`src/rtl/alu_mul_seq.sv`:
```
// alu_mul_seq: low 64 bits of a*b by sequencing MULW/SHL/ADD ops through an external ALU.
// Optional build macro ALU_MUL_SEQ_SKIP_ZERO_EN skips partial products that have a zero chunk.
module alu_mul_seq (
  input  logic        clk,
  input  logic        rst,
  input  logic        start,
  input  logic [63:0] a,
  input  logic [63:0] b,
  output logic        busy,
  output logic        done,
  output logic [63:0] result,
  output logic [3:0]  alu_op,
  output logic [63:0] alu_a,
  output logic [63:0] alu_b,
  input  logic [63:0] alu_s
);
  localparam int WIDTH = 64;
  localparam logic [3:0] ALU_NOP = 4'd0, ALU_ADD = 4'd1, ALU_SHL = 4'd6, ALU_MULW = 4'd9;
  // Chunk indices (i, j) of the 10 pairs with i+j<=3, pair 0 in the low bits; padded to 16 entries
  localparam logic [31:0] PI = {12'b0, 2'd3, 2'd2, 2'd2, 2'd1, 2'd1, 2'd1, 2'd0, 2'd0, 2'd0, 2'd0};
  localparam logic [31:0] PJ = {12'b0, 2'd0, 2'd1, 2'd0, 2'd2, 2'd1, 2'd0, 2'd3, 2'd2, 2'd1, 2'd0};
  localparam logic [3:0] NONE = 4'd10;
  typedef enum logic [2:0] {IDLE, MUL, SHL, ADD, DONE} state_t;
  state_t state, nxt;
  logic [WIDTH-1:0] ra, rb, tmp, sum;
  logic [9:0] mask, in_mask;
  logic [3:0] k, first, nk;
  logic [1:0] ci, cj;
  logic accept;
  function automatic logic [3:0] next_pair(input logic [9:0] m, input logic [3:0] from);
    logic [3:0] n;
    n = NONE;
    for (int p = 9; p >= 0; p--)
      if (m[p] && 4'(p) >= from) n = 4'(p);
    return n;
  endfunction
`ifdef ALU_MUL_SEQ_SKIP_ZERO_EN
  always_comb begin
    in_mask = '0;
    for (int p = 0; p < 10; p++)
      in_mask[p] = (|a[{PI[2*p +: 2], 4'b0} +: 16]) && (|b[{PJ[2*p +: 2], 4'b0} +: 16]);
  end
`else
  assign in_mask = '1;
`endif
  assign first = next_pair(in_mask, 4'd0);
  assign nk = next_pair(mask, k + 4'd1);
  assign ci = PI[{k, 1'b0} +: 2];
  assign cj = PJ[{k, 1'b0} +: 2];
  assign accept = start && (state == IDLE || state == DONE);
  always_ff @(posedge clk) state <= rst ? IDLE : nxt;
  always_comb begin
    nxt = state;
    busy = 1'b0;
    done = 1'b0;
    alu_op = ALU_NOP;
    alu_a = '0;
    alu_b = '0;
    case (state)
      IDLE, DONE: begin
        done = state == DONE;
        nxt = accept ? (first == NONE ? DONE : MUL) : IDLE;
      end
      MUL: begin
        busy = 1'b1;
        alu_op = ALU_MULW;
        alu_a = {48'b0, ra[{ci, 4'b0} +: 16]};
        alu_b = {48'b0, rb[{cj, 4'b0} +: 16]};
        nxt = SHL;
      end
      SHL: begin
        busy = 1'b1;
        alu_op = ALU_SHL;
        alu_a = {58'b0, ci + cj, 4'b0};
        alu_b = tmp;
        nxt = ADD;
      end
      ADD: begin
        busy = 1'b1;
        alu_op = ALU_ADD;
        alu_a = tmp;
        alu_b = sum;
        nxt = nk == NONE ? DONE : MUL;
      end
      default: nxt = IDLE;
    endcase
  end
  always_ff @(posedge clk) begin
    if (rst) begin
      ra <= '0;
      rb <= '0;
      tmp <= '0;
      sum <= '0;
      mask <= '0;
      k <= '0;
      result <= '0;
    end else begin
      if (accept) begin
        ra <= a;
        rb <= b;
        sum <= '0;
        mask <= in_mask;
        k <= first;
        if (first == NONE) result <= '0;
      end
      if (state == MUL || state == SHL) tmp <= alu_s;
      if (state == ADD) begin
        sum <= alu_s;
        k <= nk;
        if (nk == NONE) result <= alu_s;
      end
    end
  end
endmodule

```
`config.mk`:
```
export PLATFORM = sky130hd
export DESIGN_NAME = alu_mul_seq
export DESIGN_NICKNAME = d
export VERILOG_FILES = /design/src/rtl/alu_mul_seq.sv
export SDC_FILE = /design/constraint.sdc
export NUM_CORES = 1
export LEC_CHECK = 0
export BUFFER_PORTS_ARGS = -buffer_cell sky130_fd_sc_hd__clkbuf_2
export CAP_MARGIN = 20
export CORE_ASPECT_RATIO = 0.7
export CORE_MARGIN = 10
export CORE_UTILIZATION = 40
export CTS_CLUSTER_SIZE = 24
export DETAILED_ROUTE_END_ITERATION = 12
export GPL_ROUTABILITY_DRIVEN = 0
export PLACE_DENSITY = 0.66
export SLEW_MARGIN = 10
export SYNTH_ARGS = -nofsm -noshare
export SYNTH_HDL_FRONTEND = slang
export SYNTH_SLANG_ARGS = --single-unit
```
`constraint.sdc`:
```
create_clock -name clk -period 2.48 [get_ports clk]
set_clock_uncertainty 0.15 [all_clocks]
set_input_delay 0.372 -clock clk [delete_from_list [all_inputs] [get_ports clk]]
set_output_delay 0.372 -clock clk [all_outputs]
set_load 0.005 [all_outputs]
```
==> results of run 1 <==
[area by class of cell]
type	count	area, µm²
antenna	8	20.0
sequential	328	6590
multi-input combinational	1239	7190
clock buffer	48	1020
fill	2944	14200
tap	472	591
inverter	5	21.3
clock inverter	16	256
timing repair buffer	667	4960
[logic make-up after synthesis]
kind of cell,share of synthesized area
simple gates,0.209
compound gates,0.216
flops,0.462
buf+inv,0.0520
mux,0.0496
fa+ha+maj,0.00880
xor+xnor,0.00343
[where the power goes]
group | switching (mW) | total [mW] | internal (mW) | leakage (nW)
clock | 2.27 | 5.79 | 3.52 | 0.616
combinational | 2.24 | 3.71 | 1.48 | 5.17
sequential | 0.453 | 6.23 | 5.77 | 2.68
[registers in the layout, summed over array words and instances (netlist names)]
register  cells
ra           64
rb           64
sum          64
k             4
mask          1
result       64
tmp          64
state         3
[worst min-delay path, delay by kind of cell]
kind | cells | cell delay [ns]
compound gates | 1 | 0.05
simple gates | 1 | 0.08
buf+inv | 1 | 0.13
[through the flow]
| stage | worst slack [ns] | util | hold WS (ns) |
|---|---|---|---|
| after floorplan | 0.0694 | - | 0.282 |
| after global placement | -0.0625 | 0.483 | 0.291 |
| after detailed placement | -0.118 | 0.483 | 0.295 |
| after CTS | -0.507 | 0.579 | 0.00579 |
| after global routing | -0.563 | 0.591 | 0.0208 |
| final | -0.514 | 0.592 | 0.0184 |
[timing repair]
action,CTS,global route
hold endpoints to repair,257,0
gates resized for setup,40,59
setup buffers,8,6
setup endpoints to repair,123,74
hold buffers,189,0
pin swaps,14,24
cloned,0,10
[Yosys cell counts, types with 2 or more instances]
cell / number / share of area
sky130_fd_sc_hd__dfxtp_1: 328 / 0.46
sky130_fd_sc_hd__and2_1: 4 / 0.0018
sky130_fd_sc_hd__nand2_1: 418 / 0.11
sky130_fd_sc_hd__o21ai_1: 17 / 0.0060
sky130_fd_sc_hd__o221a_2: 16 / 0.013
sky130_fd_sc_hd__ha_1: 10 / 0.0088
sky130_fd_sc_hd__buf_4: 6 / 0.0032
sky130_fd_sc_hd__and3_1: 48 / 0.021
sky130_fd_sc_hd__nor2_1: 75 / 0.020
sky130_fd_sc_hd__a21oi_1: 279 / 0.098
sky130_fd_sc_hd__mux4_2: 13 / 0.021
sky130_fd_sc_hd__mux2_1: 3 / 0.0024
sky130_fd_sc_hd__nand2b_1: 7 / 0.0031
sky130_fd_sc_hd__nor2b_1: 22 / 0.0097
sky130_fd_sc_hd__mux2i_1: 34 / 0.024
sky130_fd_sc_hd__clkbuf_1: 115 / 0.030
sky130_fd_sc_hd__nand3b_1: 65 / 0.034
sky130_fd_sc_hd__o21ai_0: 78 / 0.027
sky130_fd_sc_hd__buf_1: 7 / 0.0018
sky130_fd_sc_hd__buf_6: 2 / 0.0016
sky130_fd_sc_hd__a22oi_1: 67 / 0.035
sky130_fd_sc_hd__buf_2: 39 / 0.014
sky130_fd_sc_hd__a22o_1: 49 / 0.030
sky130_fd_sc_hd__nor3_1: 18 / 0.0063
sky130_fd_sc_hd__inv_1: 4 / 0.0011
[per-layer routing]
layer,vias up,part of all wire,wire length (µm)
met4,0,0.038,2290
met5,-,0,0
met1,7407,0.40,24300
met3,199,0.10,6220
li1,7102,-,-
met2,850,0.46,27400
[worst max-delay path by stage]
stage / from / to / slack, ns / cells past startpoint
after global placement: k[0]$_SDFFE_PP0P_ / alu_a[7] / -0.06 / 9
after detailed placement: k[0]$_SDFFE_PP0P_ / alu_a[7] / -0.12 / 9
after floorplan: k[1]$_SDFFE_PP0P_ / alu_a[4] / 0.07 / 10
after CTS: k[0]$_SDFFE_PP0P_ / alu_a[4] / -0.51 / 9
after global routing: k[1]$_SDFFE_PP0P_ / alu_a[5] / -0.56 / 10
final: k[1]$_SDFFE_PP0P_ / alu_a[5] / -0.51 / 10
==> results.md, run 1 <==
Critical path:
- The critical path start-end classification is flop to output port.
- The worst-case register-to-register setup slack is 0.14 ns.
- In this run the critical register-to-register path is captured at result[13]$_SDFFE_PP0P_.
- Among all stages on the critical path, the largest delay is contributed by sky130_fd_sc_hd__dfxtp_4.
- The sort of element at the end of the critical path is an output port.
- For the worst setup path, the data required time is 1.96 ns.
- In this run the critical register-to-register path is launched from k[1]$_SDFFE_PP0P_.
- The number of buffers and inverters on the critical path is 3.
- The most numerous cell type found on the critical path is sky130_fd_sc_hd__ha_4.
- For the worst setup path, the data arrival time is 2.47 ns.
- The dominant delay contributor by cell family on the critical path is compound AO/OA/AOI/OAI gates.
- The maximum fanout along the worst path is 3.
- The logic depth of the worst register-to-register path is 10.
- In this design, the stage delay of the slowest critical-path cell is 0.39 ns.
- The element type at the critical path start is a flop.
- Walking the worst path, the cells encountered are inv_4, ha_4, mux2i_2, o2bb2ai_2, buf_4, ha_4, xor3_1, a21oi_2, a311oi_2, buf_2.

Hold path:
- For hold timing, the worst endpoint is tmp[17]$_SDFFE_PP0P_.
- The worst hold path begins at alu_s[17].
- The type of the worst min-delay path is input pin to flop.
- Counting instances, the worst hold path has a depth of 3.

Timing:
- The hold violation total from the final report came to 0.
- The number of max-slew violations in the final report is 0.
- Timing would allow up to 0.334 GHz.
- In the final timing run, aggregate negative setup slack is -14.29 ns.
- The final setup violation count is 32.
- Of the available clock period, the critical path in the final layout requires 1.21.
- After layout, the worst setup slack is -0.514 ns.
- The actual slew at the worst max-slew pin is 0.482 ns.
- The worst pin sits at a relative slew slack of 0.679.
- The worst path in the final design needs a cycle of 2.99 ns, including I/O delays and setup.
- Setup repair after global routing could not meet its margin everywhere.

Global routing:
- The via count of the first global-routing pass was 14800.
- For met1 alone, demand over resource in global routing was 0.326.
- Across every metal layer, demand over resource in global routing totals 0.251.
- The met3 demand-to-capacity share in global routing is 0.0670.
- met2 is the most crowded layer.
- The first global-routing pass estimated 87400 µm of wire.
- Entering global routing, the biggest net connects 105 pins.
- The global routing usage on met2 is 0.395.
- The number of antenna violations at the first check in global routing was 3.
- The overflow left after global routing is 0.

Detailed routing:
- Summed over all layers, the routed wires come to 60200 µm.
- The routed wire length per instance is 21.6 µm.
- After detailed routing, the number of remaining DRC violations is 0.
- The iteration-0 DRC count of the detailed router is 1795.
- In this run the remaining antenna-violating nets after routing total 0.
- In the routed layout, each cell is associated on average with a via count of 5.59.
- The routed layout has 15600 vias.
- The iteration count of the initial detailed-routing pass is 6.

Placement:
- The number of placed cells counting well taps is 2499.
- The count of input and output buffers is 392.
- Once placement finished, the instance area stood at 16800 µm².
- The placed wire-length estimate after detailed placement is 38700 µm.

Logic synthesis:
- In this run, synthesis produced a sequential element count of 328.
- During synthesis, Yosys emitted a total of 0 warnings.
- The prevailing post-synth register cell is sky130_fd_sc_hd__dfxtp_1.
- Synthesis produced a netlist whose cell count is 1741.
- The post-synthesis net count is 1946.
- The netlist area before placement is 14200 µm².
- The number of different library cells in the post-synthesis netlist is 42.
- For this run, the register share of the synthesized area comes to 0.462.
- In this run, synthesis inferred 0 flip-flops with an integrated enable.
- In the synthesized netlist the async set-or-reset flop fraction comes to 0.
- The average instance in the mapped netlist occupies 8.16 µm².

Run:
- The tool flagged a number of max-cap violations equal to 0.

Power:
- The completed layout was analyzed and its total power is 15.7 mW.
- The power density relative to cell area is 762 nW/µm².
- The peak supply drop is 0.625 mV.
- The leakage power figure is 8.46 nW.

Clocking:
- TritonCTS created 35 clock buffers.
- The insertion delay of the later-clocked pin in the worst-skew pair is 0.53 ns.
- After clock tree synthesis, the clock-pin slew on the worst setup and hold paths is 0.06 ns.
- Clock tree synthesis selected as its root buffer the cell sky130_fd_sc_hd__clkbuf_16.
- The clock sink total is 328.
- The number of H-tree levels is 2.
- No sink is reached through more buffers than the 3 on the longest clock path.
- TritonCTS built the clock tree.

Floorplan:
- The total area inside the core boundary comes to 34900 µm².
- The die area is 43600 µm².
- The x dimension of the die is 245 µm.
- In this run the vertical extent of the chip is 178 µm.
- Row generation in the floorplan step produced 57 rows.
- During I/O placement, the number of pins put on the boundary was 393.
- The starting density of the core is 0.408.

Cells and area:
- After routing the design area is 20600 µm².
- The number of standard cells in the layout, taps in and fillers out is 2783.
- In the final layout, the share of cells above drive strength 1 is 0.274.
- The area added between synthesis and finish is 45.2%.
- The commonest non-fill, non-tap cell in the layout is sky130_fd_sc_hd__nand2_1.
- The top cell types in the final layout, fill and taps aside, are 412 x sky130_fd_sc_hd__nand2_1, 369 x sky130_fd_sc_hd__clkbuf_2, 322 x sky130_fd_sc_hd__dfxtp_1, 278 x sky130_fd_sc_hd__a21oi_1, 189 x sky130_fd_sc_hd__dlygate4sd3_1.
- The layout net count is 2481.

Outcome:
- The flow ran to the end, but the final reports show violations.
- The final reports fail on negative setup slack.
No activity file was read; power rests on OpenSTA's default activity.
==> inputs of run 2 (changes only) <==
- ABC_AREA: default -> 1
- PLACE_DENSITY: 0.66 -> 0.67
- SKIP_LAST_GASP: default -> 1
==> results.md, run 2 <==
Global routing:
- The wire length of the first global-routing pass is 84100 µm (-3.8%).
- The maximum number of pins on one net before global-route repair is 100 (-4.8%).
- The overflow left after global routing is 0 (unchanged).
- The number of antenna violations at the first check in global routing is 3 (unchanged).
- The via count of the first global-routing pass is 15000 (+1.2%).
- The combined global-route utilization of all metal layers is 0.243 (-0.00781).

Critical path:
- The required time at the endpoint of the critical path is 1.96 ns (about the same).
- The worst setup path is captured at an output port.
- The worst path arrival time is 2.46 ns (about the same).
- The maximum fanout along the worst path was 4 (+1).
- The element type at the critical path start is a flop.
- The critical path is of the flop to output port type.

Timing:
- The final critical-path required period is 2.98 ns (-0.0104 ns).
- The final critical-path share of the clock period was 1.20 (-0.00419).
- The relative slew slack was 0.402 (-0.277).
- The final setup violation count came to 32 (unchanged).
- Setup repair after global routing could not meet its margin everywhere.
- The worst setup slack after layout was -0.503 ns (+0.0104 ns).
- The upper clock frequency limit came to 0.335 GHz (+0.35%).
- The hold violation total from the final report came to 0 (unchanged).
- The actual slew at the worst max-slew pin is 0.897 ns (+0.415 ns).
- The final-layout setup total negative slack is -12.19 ns (+2.09 ns).
- The number of max-slew violations in the final report is 0 (unchanged).

Placement:
- The count of input and output buffers came to 392 (unchanged).
- The number of placed cells counting well taps was 2668 (+6.8%).
- The total placed instance area came to 16200 µm² (-3.7%).
- The placed wire-length estimate after detailed placement was 37000 µm (-4.5%).

Cells and area:
- The register cell area after layout is 6570 µm² (-0.19%).
- The cell area after layout is 19800 µm² (-4.0%).
- The commonest non-fill, non-tap cell in the layout is sky130_fd_sc_hd__clkbuf_2.
- Relative to the synthesized area, the layout overhead comes to 43.6%.
- The layout net count is 2646 (+6.7%).
- The number of standard cells in the layout, taps in and fillers out was 2931 (+5.3%).
- The area of the multi-input gates is 6270 µm² (-13%).
- Leaving out fill and tap cells, the most frequent cells in the layout are 386 x sky130_fd_sc_hd__clkbuf_2, 322 x sky130_fd_sc_hd__dfxtp_1, 314 x sky130_fd_sc_hd__o21ai_0, 307 x sky130_fd_sc_hd__nor2_1, 269 x sky130_fd_sc_hd__nand2_1.
- The fill cell total of the finished layout came to 3021 (+2.6%).
- The fraction of layout cells with a size suffix above 1 came to 0.237 (-0.0370).

Detailed routing:
- The routed wire length is 56100 µm (-6.9%).
- The number of vias after detailed routing is 15600 (+0.43%).
- The routed wire length per instance is 19.1 µm (-12%).
- The routed via count divided by cell count was 5.33 (-4.6%).
- The iteration count of the initial detailed-routing pass came to 6 (unchanged).
- The number of routed nets with antenna violations is 0 (unchanged).
- The number of remaining DRC errors is 0 (unchanged).
- The iteration-0 DRC count of the detailed router was 1701 (-5.2%).

Logic synthesis:
- The number of instances in the synthesized netlist is 1918 (+10%).
- The number of synthesized register bits was 328 (unchanged).
- By area the synthesized netlist is led by sky130_fd_sc_hd__dfxtp_1 48%, sky130_fd_sc_hd__o21ai_0 12%, sky130_fd_sc_hd__nor2_1 8.5%.
- The netlist area before placement came to 13800 µm² (-2.9%).
- The synthesis warning total came to 0 (unchanged).
- The cell accounting for the most synthesized area is sky130_fd_sc_hd__dfxtp_1.
- The post-synthesis net count is 2123 (+9.1%).
- The most frequently used cell type in the post-synthesis netlist is sky130_fd_sc_hd__o21ai_0.
- The share of Yosys cell area claimed by the top area cell type is 0.476 (+0.0138).
- The most used flip-flop cell after synthesis is sky130_fd_sc_hd__dfxtp_1.
- The post-synthesis average cell area was 7.20 µm² (-12%).
- The number of different library cells in the post-synthesis netlist is 33 (-21%).
- The number of enable-type register cells in the synthesized netlist is 0 (unchanged).
- The register area share after synthesis was 0.476 (+0.0138).
- By count the netlist is led by 336 x sky130_fd_sc_hd__o21ai_0, 328 x sky130_fd_sc_hd__dfxtp_1, 313 x sky130_fd_sc_hd__nor2_1.
- The post-synthesis async set-or-reset flop share is 0 (unchanged).

Clocking:
- The number of H-tree levels is 2 (unchanged).
- The clock tree from TritonCTS is done.
- The number of buffers created by CTS is 35 (unchanged).
- The clock sink total came to 328 (unchanged).
- The buffer cell driving the clock tree root is sky130_fd_sc_hd__clkbuf_16.
- The insertion delay of the later-clocked pin in the worst-skew pair came to 0.52 ns (about the same).
- The number of buffers on the longest clock path was 3 (unchanged).
- The clock transition at the registers of the reported paths was 0.07 ns (about the same).

Power:
- The power density relative to cell area is 697 nW/µm² (-8.6%).
- The leakage power figure is 8.71 nW (+3.0%).
- The peak supply drop is 0.330 mV (-47%).

Outcome:
- The flow ran to the end, but the final reports show violations.
- The checks that failed: negative setup slack.

Floorplan:
- The starting density of the core was 0.409 (+0.00108).
- The number of core rows is 56 (-1.8%).
- The x dimension of the die is 242 µm (-1.3%).
- The number of top-level pins is 393 (unchanged).
- The overall die height is 175 µm (-1.3%).
- The die area is 42400 µm² (-2.6%).
- The standard cell core area is 33800 µm² (-3.2%).

Run:
- The max-capacitance violation count was 0 (unchanged).

Hold path:
- The min-delay analysis places its worst path in the category input pin to flop.
==> run 2: cell count changes after synthesis, moves of 35 or more <==
cell / previous run / this run
sky130_fd_sc_hd__inv_1: 4 / 134
sky130_fd_sc_hd__nand3b_1: 65 / 0
sky130_fd_sc_hd__nor2_1: 75 / 313
sky130_fd_sc_hd__a21oi_1: 279 / 188
sky130_fd_sc_hd__nand2_1: 418 / 278
sky130_fd_sc_hd__and3_1: 48 / 0
sky130_fd_sc_hd__o21ai_0: 78 / 336
sky130_fd_sc_hd__nand3_1: 1 / 75
sky130_fd_sc_hd__a22o_1: 49 / 14
sky130_fd_sc_hd__a22oi_1: 67 / 13
==> run 2: critical path, stage by stage, from the launching register on <==
cell and delay (ns):
sky130_fd_sc_hd__dfxtp_2 0.34, sky130_fd_sc_hd__inv_2 0.08, sky130_fd_sc_hd__buf_4 0.13, sky130_fd_sc_hd__ha_1 0.16
sky130_fd_sc_hd__nand3_2 0.10, sky130_fd_sc_hd__nand2_4 0.13, sky130_fd_sc_hd__buf_8 0.15, sky130_fd_sc_hd__clkbuf_16 0.15
sky130_fd_sc_hd__buf_4 0.11, sky130_fd_sc_hd__nor2_1 0.04, sky130_fd_sc_hd__o31ai_1 0.27, sky130_fd_sc_hd__nand2_1 0.11
sky130_fd_sc_hd__nand3_2 0.07, sky130_fd_sc_hd__buf_2 0.11
==> run 2: metal layers <==
layer  GRT usage  vias up  share of wire
met5           0        -              0
li1            -     7330              -
met1       0.311     7302           0.41
met2       0.389      806           0.46
met4       0.114        0          0.046
met3      0.0500      187          0.089
==> run 2: area by class of cell <==
class / count / area share
Antenna cell: 3 / 0.000379
Clock buffer: 47 / 0.0485
Clock inverter: 13 / 0.00947
Inverter: 141 / 0.0292
Multi-Input combinational cell: 1301 / 0.316
Sequential cell: 328 / 0.332
Tap cell: 464 / 0.0293
Timing Repair Buffer: 633 / 0.235
Timing Repair inverter: 1 / 0.000316
==> run 2: timing repair <==
action | CTS | global route
gates resized for setup | 55 | 49
setup buffers | 13 | 7
pin swaps | 9 | 12
endpoints found under the setup margin | 83 | 80
gates cloned | 6 | 6
endpoints found under the hold margin | 280 | 0
hold buffers | 168 | 0
==> run 2: path summary, 6_finish.rpt <==
kind                        startpoint                       to  slack (ns)  depth (start not counted)
setup / recovery     k[1]$_SDFFE_PP0P_                alu_b[14]       -0.50                         13
setup reg to reg     k[0]$_SDFFE_PP0P_  result[50]$_SDFFE_PP0P_        0.25                         11
hold / removal                   a[31]      ra[31]$_SDFFE_PP0P_       0.007                          3
hold reg to reg   sum[29]$_SDFFE_PP0P_     sum[29]$_SDFFE_PP0P_        0.31                          2
==> run 2: through the flow <==
step | util | setup slack (ns) | total power [mW] | hold slack [ns]
floorplan | - | 0.00974 | 7.26 | 0.280
global placement | 0.480 | 0.0351 | 8.07 | 0.298
detailed placement | 0.480 | -0.00916 | 8.12 | 0.303
CTS | 0.576 | -0.428 | 13.7 | 0.000555
global route | 0.587 | -0.603 | 14.4 | 0.00151
finish | 0.587 | -0.503 | 13.8 | 0.00717
==> run 2: kinds of logic (layout without fill, tap and decap cells) <==
kind of cell | count (synthesis) | in the layout | share of synthesized area
AOI/OAI and AO/OA | 592 | 592 | 0.227
buffers and inverters | 290 | 835 | 0.0859
other | 0 | 3 | 0
and+or+nand+nor | 696 | 697 | 0.201
DFF | 328 | 328 | 0.476
xor gates and xnor gates | 2 | 2 | 0.00127
adders and majority gates | 10 | 10 | 0.00907
==> run 2: power breakdown <==
| group | switching, mW | total (mW) | internal [mW] |
|---|---|---|---|
| combinational | 1.42 | 2.36 | 0.939 |
| sequential | 0.352 | 6.09 | 5.74 |
| clock | 2.20 | 5.35 | 3.16 |
